<file path="src/rtl/mem_1r1w_sync.sv">
`default_nettype none
// ============================================================================
//  Module      : mem_1r1w_sync
//  Description : Single-clock register-array RAM with one write port and one
//                registered read port (1-cycle read latency). Out-of-range
//                writes are dropped and out-of-range reads return zero. The
//                same-address collision policy is selectable: old data or
//                write-through.
//  Revision    : 1.0  initial release
// ============================================================================
module mem_1r1w_sync #(
  parameter  int width_p                = 32,
  parameter  int els_p                  = 16,
  parameter  int harden_p               = 1,
  parameter  int read_write_same_addr_p = 0,
  localparam int addr_width_lp          = (els_p > 1) ? $clog2(els_p) : 1
) (
  input  logic                     clk_i,
  input  logic                     reset_i,
  input  logic                     w_v_i,
  input  logic [addr_width_lp-1:0] w_addr_i,
  input  logic [width_p-1:0]       w_data_i,
  input  logic                     r_v_i,
  input  logic [addr_width_lp-1:0] r_addr_i,
  output logic [width_p-1:0]       r_data_o
);

  // Highest legal address, expressed in the address width for comparisons.
  localparam logic [addr_width_lp-1:0] c_last_addr     = addr_width_lp'(els_p - 1);
  // Collision policy: when set, a same-address read sees the word being written.
  localparam bit                       c_write_through = (read_write_same_addr_p != 0);

  // Storage array; locations are deliberately left uninitialised.
  logic [width_p-1:0] r_mem [els_p];
  logic [width_p-1:0] r_data;

  logic w_wr_in_range;
  logic w_rd_in_range;
  logic w_wr_en;
  logic w_collision;

  // Address range qualification. When els_p fills the whole address space
  // every address is legal, so the comparison collapses to a constant.
  generate
    if ((2 ** addr_width_lp) > els_p) begin : g_range_check
      assign w_wr_in_range = (w_addr_i <= c_last_addr);
      assign w_rd_in_range = (r_addr_i <= c_last_addr);
    end else begin : g_full_range
      assign w_wr_in_range = 1'b1;
      assign w_rd_in_range = 1'b1;
    end
  endgenerate

  // A write commits only outside reset and to a legal address.
  assign w_wr_en     = w_v_i && w_wr_in_range && !reset_i;
  // Same-cycle write to the address being read (both legal).
  assign w_collision = w_wr_en && (w_addr_i == r_addr_i);

  // Array update; contents are intentionally not cleared by reset.
  always_ff @(posedge clk_i) begin
    if (w_wr_en) begin
      r_mem[w_addr_i] <= w_data_i;
    end
  end

  // Registered read port: cleared by reset, loads on r_v_i, otherwise holds.
  always_ff @(posedge clk_i) begin
    if (reset_i) begin
      r_data <= '0;
    end else if (r_v_i) begin
      if (!w_rd_in_range) begin
        r_data <= '0;
      end else if (c_write_through && w_collision) begin
        r_data <= w_data_i;
      end else begin
        r_data <= r_mem[r_addr_i];
      end
    end
  end

  assign r_data_o = r_data;

`ifndef SYNTHESIS
  logic r_params_shown;

  // Simulation-only diagnostics: parameter banner once, then access checks.
  always_ff @(posedge clk_i) begin
    if (r_params_shown !== 1'b1) begin
      $info("mem_1r1w_sync: width_p=%0d els_p=%0d harden_p=%0d",
            width_p, els_p, harden_p);
    end
    r_params_shown <= 1'b1;
    if (!reset_i) begin
      if (w_v_i && !w_wr_in_range) begin
        $warning("mem_1r1w_sync error: write address %0d out of range (els_p=%0d)",
                 w_addr_i, els_p);
      end
      if (r_v_i && !w_rd_in_range) begin
        $warning("mem_1r1w_sync error: read address %0d out of range (els_p=%0d)",
                 r_addr_i, els_p);
      end
      if (!c_write_through && r_v_i && w_collision) begin
        $warning("mem_1r1w_sync: same-address read/write at %0d returns old data",
                 r_addr_i);
      end
    end
  end
`endif

endmodule
`default_nettype wire

</file>
<file path="config.mk">
export PLATFORM = sky130hd
export DESIGN_NAME = mem_1r1w_sync
export DESIGN_NICKNAME = d
export VERILOG_FILES = /design/src/rtl/mem_1r1w_sync.sv
export SDC_FILE = /design/constraint.sdc
export NUM_CORES = 1
export LEC_CHECK = 0
export BUFFER_PORTS_ARGS = -buffer_cell sky130_fd_sc_hd__buf_2
export CAP_MARGIN = 20
export CORE_ASPECT_RATIO = 0.75
export CORE_MARGIN = 5
export CORE_UTILIZATION = 61
export CTS_CLUSTER_SIZE = 10
export DETAILED_ROUTE_END_ITERATION = 10
export PLACE_DENSITY = 0.82
export SETUP_SLACK_MARGIN = 0.3
export SYNTH_ARGS = -nofsm -noshare
export SYNTH_HDL_FRONTEND = slang
export SYNTH_SLANG_ARGS = --single-unit
export TNS_END_PERCENT = 5
</file>
<file path="constraint.sdc">
create_clock -name clk_i -period 3.61 [get_ports clk_i]
set_input_delay 0 -clock clk_i [delete_from_list [all_inputs] [get_ports clk_i]]
set_output_delay 0 -clock clk_i [all_outputs]
set_load 0.02 [all_outputs]
</file>
==> results by group, run 1 <==
Outcome
  – Run status: completed

Floorplan
  – Width of the die: 224 um
  – Number of placed I/O pins: 76
  – Core area: roughly 34000 sq um
  – Vertical die dimension: around 170 um
  – Starting density of the core: between 60% and 70%
  – Number of rows in the core area: 58
  – Die area: roughly 38000 sq um

Synthesis
  – Yosys warnings: 0
  – Share of the synthesized area in the top cell type: about three quarters
  – Most used standard cell by instance count after synthesis: sky130_fd_sc_hd__edfxtp_1
  – Largest family of logic cells by synthesized area: multiplexers
  – Synthesized-area fraction occupied by adder cells: 0%
  – Synthesized instance count: 1218
  – Post-synth EDFFs: about 500
  – Most common flop cell mapped by yosys: sky130_fd_sc_hd__edfxtp_1
  – Seq/Total Area, Yosys: between 70% and 80%
  – Area contributors post-synth: sky130_fd_sc_hd__edfxtp_1 (73%), sky130_fd_sc_hd__mux2i_1 (12%), sky130_fd_sc_hd__dfxtp_1 (3.1%)
  – Netlist cell types: 27
  – Simple-gate share of the synthesized area: roughly 4.8%
  – Proportion of register bits with asynchronous set or reset after synthesis: 0%
  – Leading post-synthesis cells by instance count: sky130_fd_sc_hd__edfxtp_1 (512), sky130_fd_sc_hd__mux2i_1 (256), sky130_fd_sc_hd__nand2_1 (98)
  – Fraction of synthesized cell area in xor and xnor cells: 0%
  – Flip-flop and latch count after synthesis: around 540
  – Cell taking the most area after synthesis: sky130_fd_sc_hd__edfxtp_1
  – Post-Synthesis Net Count: around 1300
  – Mean Syn Cell Area: between 15 and 20 sq um
  – Post-synthesis instance area: about 21000 sq um
  – Complex-gate fraction of the synthesized area: 4.00%
  – Share of synthesized area spent on multiplexers: between 10% and 20%

Clock network
  – Setup Fix Bufs, Post-CTS: 0
  – Clock insertion delay at the later pin of the skew report: about 0.58 ns
  – Sinks on Clock Net: ~540
  – Buffer cell driving the clock tree root: sky130_fd_sc_hd__clkbuf_16
  – Worst-case clock buffer depth: 3
  – Post-cts repair resize count: 0
  – H-tree level count: 2
  – Inserted Clock Buffers: 60
  – CTS tree: done
  – Clock Pin Slew Worst Setup and Hold Paths: approximately 0.06 ns
  – Number of hold buffers added after cts: 35

Route
  – Vias per cell: 6.11
  – Final wirelength: 44.4 mm
  – Routed len/inst: about 24 um
  – Number of vias in the routed layout: 11300
  – Antenna violation net count after detailed routing: 0
  – Drt first-iter violations: approximately 1100
  – DR DRC count: 0
  – Count of TritonRoute iterations in the first routing pass: 6

Setup path
  – Worst-path cell chain: dlygate4sd3_1 > buf_2 > nor2_4 > dlygate4sd3_1 > nand2_1 > nand3_1
  – CP max stage delay: ~1.4 ns
  – Critical Path Sink Type: flop
  – Cell occurring most often along the worst timing path: sky130_fd_sc_hd__dlygate4sd3_1
  – Category of the critical setup timing path: primary input to flop
  – Critical path arrival: ~3.1 ns
  – Required time of the critical path: 4.12 ns
  – FF-to-FF setup slack: roughly 2.5 ns
  – Crit-path max FO: 21
  – Worst setup SP type: primary input
  – Slowest stage cell, crit path: sky130_fd_sc_hd__dlygate4sd3_1

Hold path
  – Worst min-delay path class: primary input to flop

STA
  – Final critical delay including setup and external delays: 2.62 ns
  – Number of max-slew violations in the final report: 0
  – Number of setup violations in the final report: 0
  – RSZ-0062 raised after global routing: no
  – Highest clock rate: around 380 MHz
  – Number of hold violations in the final report: 0
  – Worst Tran Pin Value: approximately 1.1 ns
  – Period Utilization, post-route: 72.7%
  – Clock Skew: approximately 0.011 ns
  – Setup tns final: 0 ns
  – Worst slew margin relative to its limit: 23.8%

Final layout
  – Share of post-route cells with drive strength above 1: roughly 14%
  – Area delta synth->final: 14.4%
  – Final net count: roughly 1400
  – Ant. Diodes: 0

Place
  – Final GP Congestion: 0.741
  – Port bufs: between 70 and 80
  – Post-DP HPWL: 23.0 mm

Global route
  – Pin count of the biggest net entering global routing: between 70 and 80
  – Overall overflow remaining after global route: 0
  – Number of antenna violations at the first check in global routing: 0
  – First-pass GRT wire length: 67.5 mm
  – GRT Util Overall: 23.2%
  – Via count of the first global-routing pass: between 10000 and 15000

Power and ir drop
  – Power, Total: 13.2 mW
  – Worst IR drop on VDD: ~0.44 mV
  – Power density relative to cell area: between 500 and 600 nW/um^2
  – LEAKAGE: around 8.5 nW

Flow run
  – Number of maximum-capacitance constraint violations: 0
routing by layer:
metal	up-vias	track usage, %	routed length, um
li1	5005	-	-
met1	5700	32.2	18600
met2	490	38.1	21500
met3	86	4.03	3080
met4	0	7.72	1260
met5	-	0	0
power breakdown:
group | leakage, nW | switching [mW] | internal [mW]
Combinational | 2.82 | 0.442 | 0.232
Clock | 0.826 | 2.24 | 3.22
Sequential | 4.88 | 0.0390 | 7.00
registers in the layout, summed over array words and instances (netlist names):
signal / flops
r_mem: 512
r_data_o: 32
worst paths after layout:
path / startpoint / end / cells past startpoint
setup / recovery: r_v_i / r_data_o[21] / 6
hold / removal: r_addr_i[0] / r_data_o[28] / 6
setup reg to reg: r_mem[6][22] / r_data_o[22] / 4
hold reg to reg: r_data_o[23] / r_data_o[23] / 2
cell families after synthesis:
family / Yosys count
AO/OA/AOI/OAI: 128
multiplexers: 256
AND/OR/NAND/NOR: 224
flip-flops: 544
buffers and inverters: 66
layout by cell type, fill, tap and decap left out, types with 2 or more instances in the layout:
master | Yosys | layout
sky130_fd_sc_hd__edfxtp_1 | 512 | 512
sky130_fd_sc_hd__mux2i_1 | 256 | 256
sky130_fd_sc_hd__nand2_1 | 98 | 98
sky130_fd_sc_hd__nand3_1 | 96 | 96
sky130_fd_sc_hd__buf_2 | 12 | 74
sky130_fd_sc_hd__a22oi_1 | 64 | 64
sky130_fd_sc_hd__clkbuf_16 | 0 | 61
sky130_fd_sc_hd__a21oi_1 | 54 | 54
sky130_fd_sc_hd__clkbuf_1 | 16 | 45
sky130_fd_sc_hd__dlygate4sd3_1 | 0 | 35
sky130_fd_sc_hd__dfxtp_1 | 32 | 32
sky130_fd_sc_hd__buf_4 | 10 | 16
sky130_fd_sc_hd__nor2_4 | 0 | 14
sky130_fd_sc_hd__a21oi_2 | 10 | 10
sky130_fd_sc_hd__buf_16 | 0 | 6
sky130_fd_sc_hd__buf_12 | 5 | 5
sky130_fd_sc_hd__nor3_2 | 0 | 4
sky130_fd_sc_hd__nand2b_1 | 3 | 3
sky130_fd_sc_hd__nor2b_4 | 0 | 2
worst max-delay path, delay by kind of cell:
family                 cells  cell delay [ns]
AND/OR/NAND/NOR            3             1.00
buffers and inverters      3             2.13
cell type report:
type                            count  area (sq um)
Clock buffer                      107          1710
Multi-Input combinational cell    608          4540
Clock inverter                      1          30.0
Sequential cell                   544         16000
Tap cell                          450           563
Timing Repair Buffer              137          1120
Fill cell                        2081          9760
through the flow:
| stage | hold slack (ns) | cells | utilization (%) | cell area, sq um | setup WS (ns) |
|---|---|---|---|---|---|
| final | 0.124 | 1847 | 71.1 | 24000 | 0.986 |
| after global routing | 0.141 | 1847 | 71.1 | 24000 | 0.918 |
| after CTS | 0.0957 | 1839 | 70.5 | 23800 | 1.09 |
| after detailed placement | 0.379 | 1696 | 64.3 | 21700 | 1.44 |
| after global placement | 0.370 | 1696 | 64.3 | 21700 | 1.50 |
| after floorplan | 0.0989 | 1218 | - | 21000 | 0.383 |
(Power assumes the default switching activity.)
==> run 2: changes to the inputs <==
CORE_UTILIZATION = 55   (was 61)
PLACE_DENSITY = 0.78   (was 0.82)
clock period = 2.4 ns   (was 3.61 ns; I/O delays follow)
==> results by group, run 2 (synthesized netlist as in run 1, its figures left out) <==
STA
  – Number of hold violations in the final report: 0 (unchanged)
  – Worst Tran Pin Value: 0.660 ns (was 1.14 ns)
  – Number of max-slew violations in the final report: 0 (unchanged)
  – Hold_ws: 0.0504 ns (was 0.124 ns)
  – Number of setup violations in the final report: 0 (unchanged)
  – Worst slew margin relative to its limit: 55.9% (was 23.8%)
  – RSZ-0062 raised after global routing: no (unchanged)
  – Final critical delay including setup and external delays: between 2 and 2.5 ns
  – Clock Skew: 0.00962 ns (was 0.0111 ns)
  – Period Utilization, post-route: between 80 and 90%
  – Highest clock rate: about 500 MHz

Final layout
  – Area occupied by multi-input gates: 4560 sq um (was 4540 sq um)
  – Ant. Diodes: 0 (unchanged)
  – Commonest non-fill, non-tap cell in the layout: sky130_fd_sc_hd__edfxtp_1 (unchanged)
  – Register bank with the most flops: r_mem (unchanged)
  – Design Area, Final: 24200 sq um (was 24000 sq um)
  – Final net count: 1406 (was 1395)
  – Max FFs per register: 512 (unchanged)
  – Most frequent cells in the layout: sky130_fd_sc_hd__edfxtp_1 (512), sky130_fd_sc_hd__mux2i_1 (256), sky130_fd_sc_hd__nand2_1 (98) (unchanged)
  – Storage element area: 16000 sq um (unchanged)
  – Share of post-route cells with drive strength above 1: 14.8% (was 14.1%)
  – Number of fill cells: 2491 (was 2081)
  – Area delta synth->final: 15.5% (was 14.4%)

Setup path
  – Crit-path max FO: 58 (was 21)
  – Slowest stage cell, crit path: sky130_fd_sc_hd__dlygate4sd3_1 (unchanged)
  – Reg2Reg Depth: 5 (was 4)
  – CP max stage delay: 0.57 ns (was 1.43 ns)
  – Worst-path cell chain: dlygate4sd3_1 > buf_8 > buf_12 > mux2i_1 > a22oi_1 > nand3_1 > dlygate4sd3_1 > nand3_1 (was dlygate4sd3_1 > buf_2 > nor2_4 > dlygate4sd3_1 > nand2_1 > nand3_1)
  – Critical Path Sink Type: flop (unchanged)
  – FF-to-FF setup slack: 0.86 ns (was 2.49 ns)
  – Reg-to-Reg End: r_data_o[27] (was r_data_o[22])
  – Sum of buffers and inverters on the critical path: 4 (was 3)
  – Required time of the critical path: 2.88 ns (was 4.12 ns)
  – Path length in cells of the critical path: 8 (was 6)
  – Startpoint of the worst-slack reg-to-reg timing path: r_mem[15][27] (was r_mem[6][22])
  – Category of the critical setup timing path: primary input to flop (unchanged)
  – Worst setup SP type: primary input (unchanged)
  – Critical path arrival: 2.52 ns (was 3.14 ns)
  – Cell family with most CP delay: buffers and inverters (unchanged)

Outcome
  – Run status: completed (unchanged)

Place
  – Total cell area at the placement stage: 22100 sq um (was 21700 sq um)
  – Port bufs: 75 (unchanged)
  – Final GP Congestion: 0.742 (was 0.741)
  – Post-DP HPWL: 22.8 mm (was 23.0 mm)

Clock network
  – Clock Pin Slew Worst Setup and Hold Paths: 0.05 ns (was 0.06 ns)
  – Inserted Clock Buffers: 60 (unchanged)
  – Worst-case clock buffer depth: 3 (unchanged)
  – Clock insertion delay at the later pin of the skew report: 0.59 ns (was 0.58 ns)
  – Buffer cell driving the clock tree root: sky130_fd_sc_hd__clkbuf_16 (unchanged)
  – Setup Fix Bufs, Post-CTS: 0 (unchanged)
  – H-tree level count: 2 (unchanged)
  – CTS tree: done (unchanged)
  – Sinks on Clock Net: 544 (unchanged)

Power and ir drop
  – LEAKAGE: 8.59 nW (was 8.53 nW)
  – Worst IR drop on VDD: 0.846 mV (was 0.437 mV)
  – Power density relative to cell area: 820 nW/um^2 (was 549 nW/um^2)

Hold path
  – Worst Hold Path EP: r_data_o[14] (was r_data_o[28])
  – Critical hold path startpoint: r_addr_i[3] (was r_addr_i[0])
  – Worst min-delay path class: primary input to flop (unchanged)
  – Worst Hold Depth: 5 (was 6)

Global route
  – Via count of the first global-routing pass: 11000 (was 11500)
  – GRT Util Overall: 20.5% (was 23.2%)
  – Overall overflow remaining after global route: 0 (unchanged)
  – First-pass GRT wire length: 66.2 mm (was 67.5 mm)
  – Pin count of the biggest net entering global routing: 66 (was 71)
  – Number of antenna violations at the first check in global routing: 0 (unchanged)

Floorplan
  – Starting density of the core: 56.2% (was 62.1%)
  – Width of the die: 235 um (was 224 um)
  – Die area: 42200 sq um (was 38200 sq um)
  – Vertical die dimension: 179 um (was 171 um)
  – Number of rows in the core area: 61 (was 58)
  – Core area: 37300 sq um (was 33700 sq um)
  – Number of placed I/O pins: 76 (unchanged)

Flow run
  – Number of maximum-capacitance constraint violations: 0 (unchanged)

Route
  – Routed len/inst: 22.9 um (was 24.0 um)
  – Number of vias in the routed layout: 11100 (was 11300)
  – Final wirelength: 43.9 mm (was 44.4 mm)
  – Count of TritonRoute iterations in the first routing pass: 5 (was 6)
  – Antenna violation net count after detailed routing: 0 (unchanged)
  – DR DRC count: 0 (unchanged)
  – Vias per cell: 5.80 (was 6.11)
  – Drt first-iter violations: 1083 (was 1056)
==> run 2: cell types whose count changed in the layout (fill, tap and decap cells not counted), moves of 3 or more <==
cell / before / now
sky130_fd_sc_hd__buf_12: 5 / 17
sky130_fd_sc_hd__nor3_2: 4 / 1
sky130_fd_sc_hd__buf_4: 16 / 21
sky130_fd_sc_hd__nor3_4: 0 / 3
sky130_fd_sc_hd__buf_16: 6 / 0
sky130_fd_sc_hd__clkbuf_1: 45 / 48
==> run 2: per-layer routing <==
metal	part of all wire (%)	track usage, %	vias up
met2	48	33.9	419
li1	-	-	5036
met4	1.9	5.03	0
met5	0	0	-
met3	6.5	3.66	70
met1	43	29.0	5591
==> run 2: worst max path at each step <==
stage | startpoint | end
after detailed placement | reset_i | r_mem[6][7]
final | r_addr_i[2] | r_data_o[27]
after global placement | reset_i | r_mem[9][15]
after floorplan | reset_i | r_mem[12][0]
after global routing | r_addr_i[2] | r_data_o[27]
after CTS | r_addr_i[2] | r_data_o[27]
==> run 2: per-stage QoR <==
stage	total power, mW	worst slack (ns)	cells	setup TNS [ns]	utilization, %
2_1_floorplan	11.4	-0.513	1218	-16.41	-
3_3_place_gp	11.7	0.778	1769	0	59.2
3_5_place_dp	11.8	0.759	1769	0	59.2
4_1_cts	20.0	0.427	1916	0	64.8
5_1_grt	20.5	0.321	1916	0	64.8
6_report	19.8	0.360	1916	0	64.8
==> run 2: power by group <==
part / internal (mW) / switching, mW / total, mW / leakage [nW]
Sequential: 10.5 / 0.0612 / 10.6 / 4.88
Combinational: 0.361 / 0.657 / 1.02 / 2.88
Clock: 4.80 / 3.43 / 8.23 / 0.828
Total: 15.7 / 4.15 / 19.8 / 8.59
==> run 2: cell type report <==
type | count | share of cell area (%)
Timing Repair Buffer | 148 | 5.10
Multi-Input combinational cell | 608 | 18.9
Sequential cell | 544 | 66.2
Tap cell | 504 | 2.61
Clock buffer | 110 | 7.16
Clock inverter | 2 | 0.0982
==> run 2: worst min-delay path, stage by stage <==
cell and delay [ns]:
sky130_fd_sc_hd__buf_2 0.14, sky130_fd_sc_hd__nor2b_4 0.23, sky130_fd_sc_hd__nand2_1 0.09, sky130_fd_sc_hd__nand3_1 0.06, sky130_fd_sc_hd__nand3_1 0.07
==> run 2: what timing repair did <==
item | 4_1_cts | 5_1_grt
hold endpoints to repair | 519 | 0
resized for setup | 0 | 0
hold buffers | 35 | 0
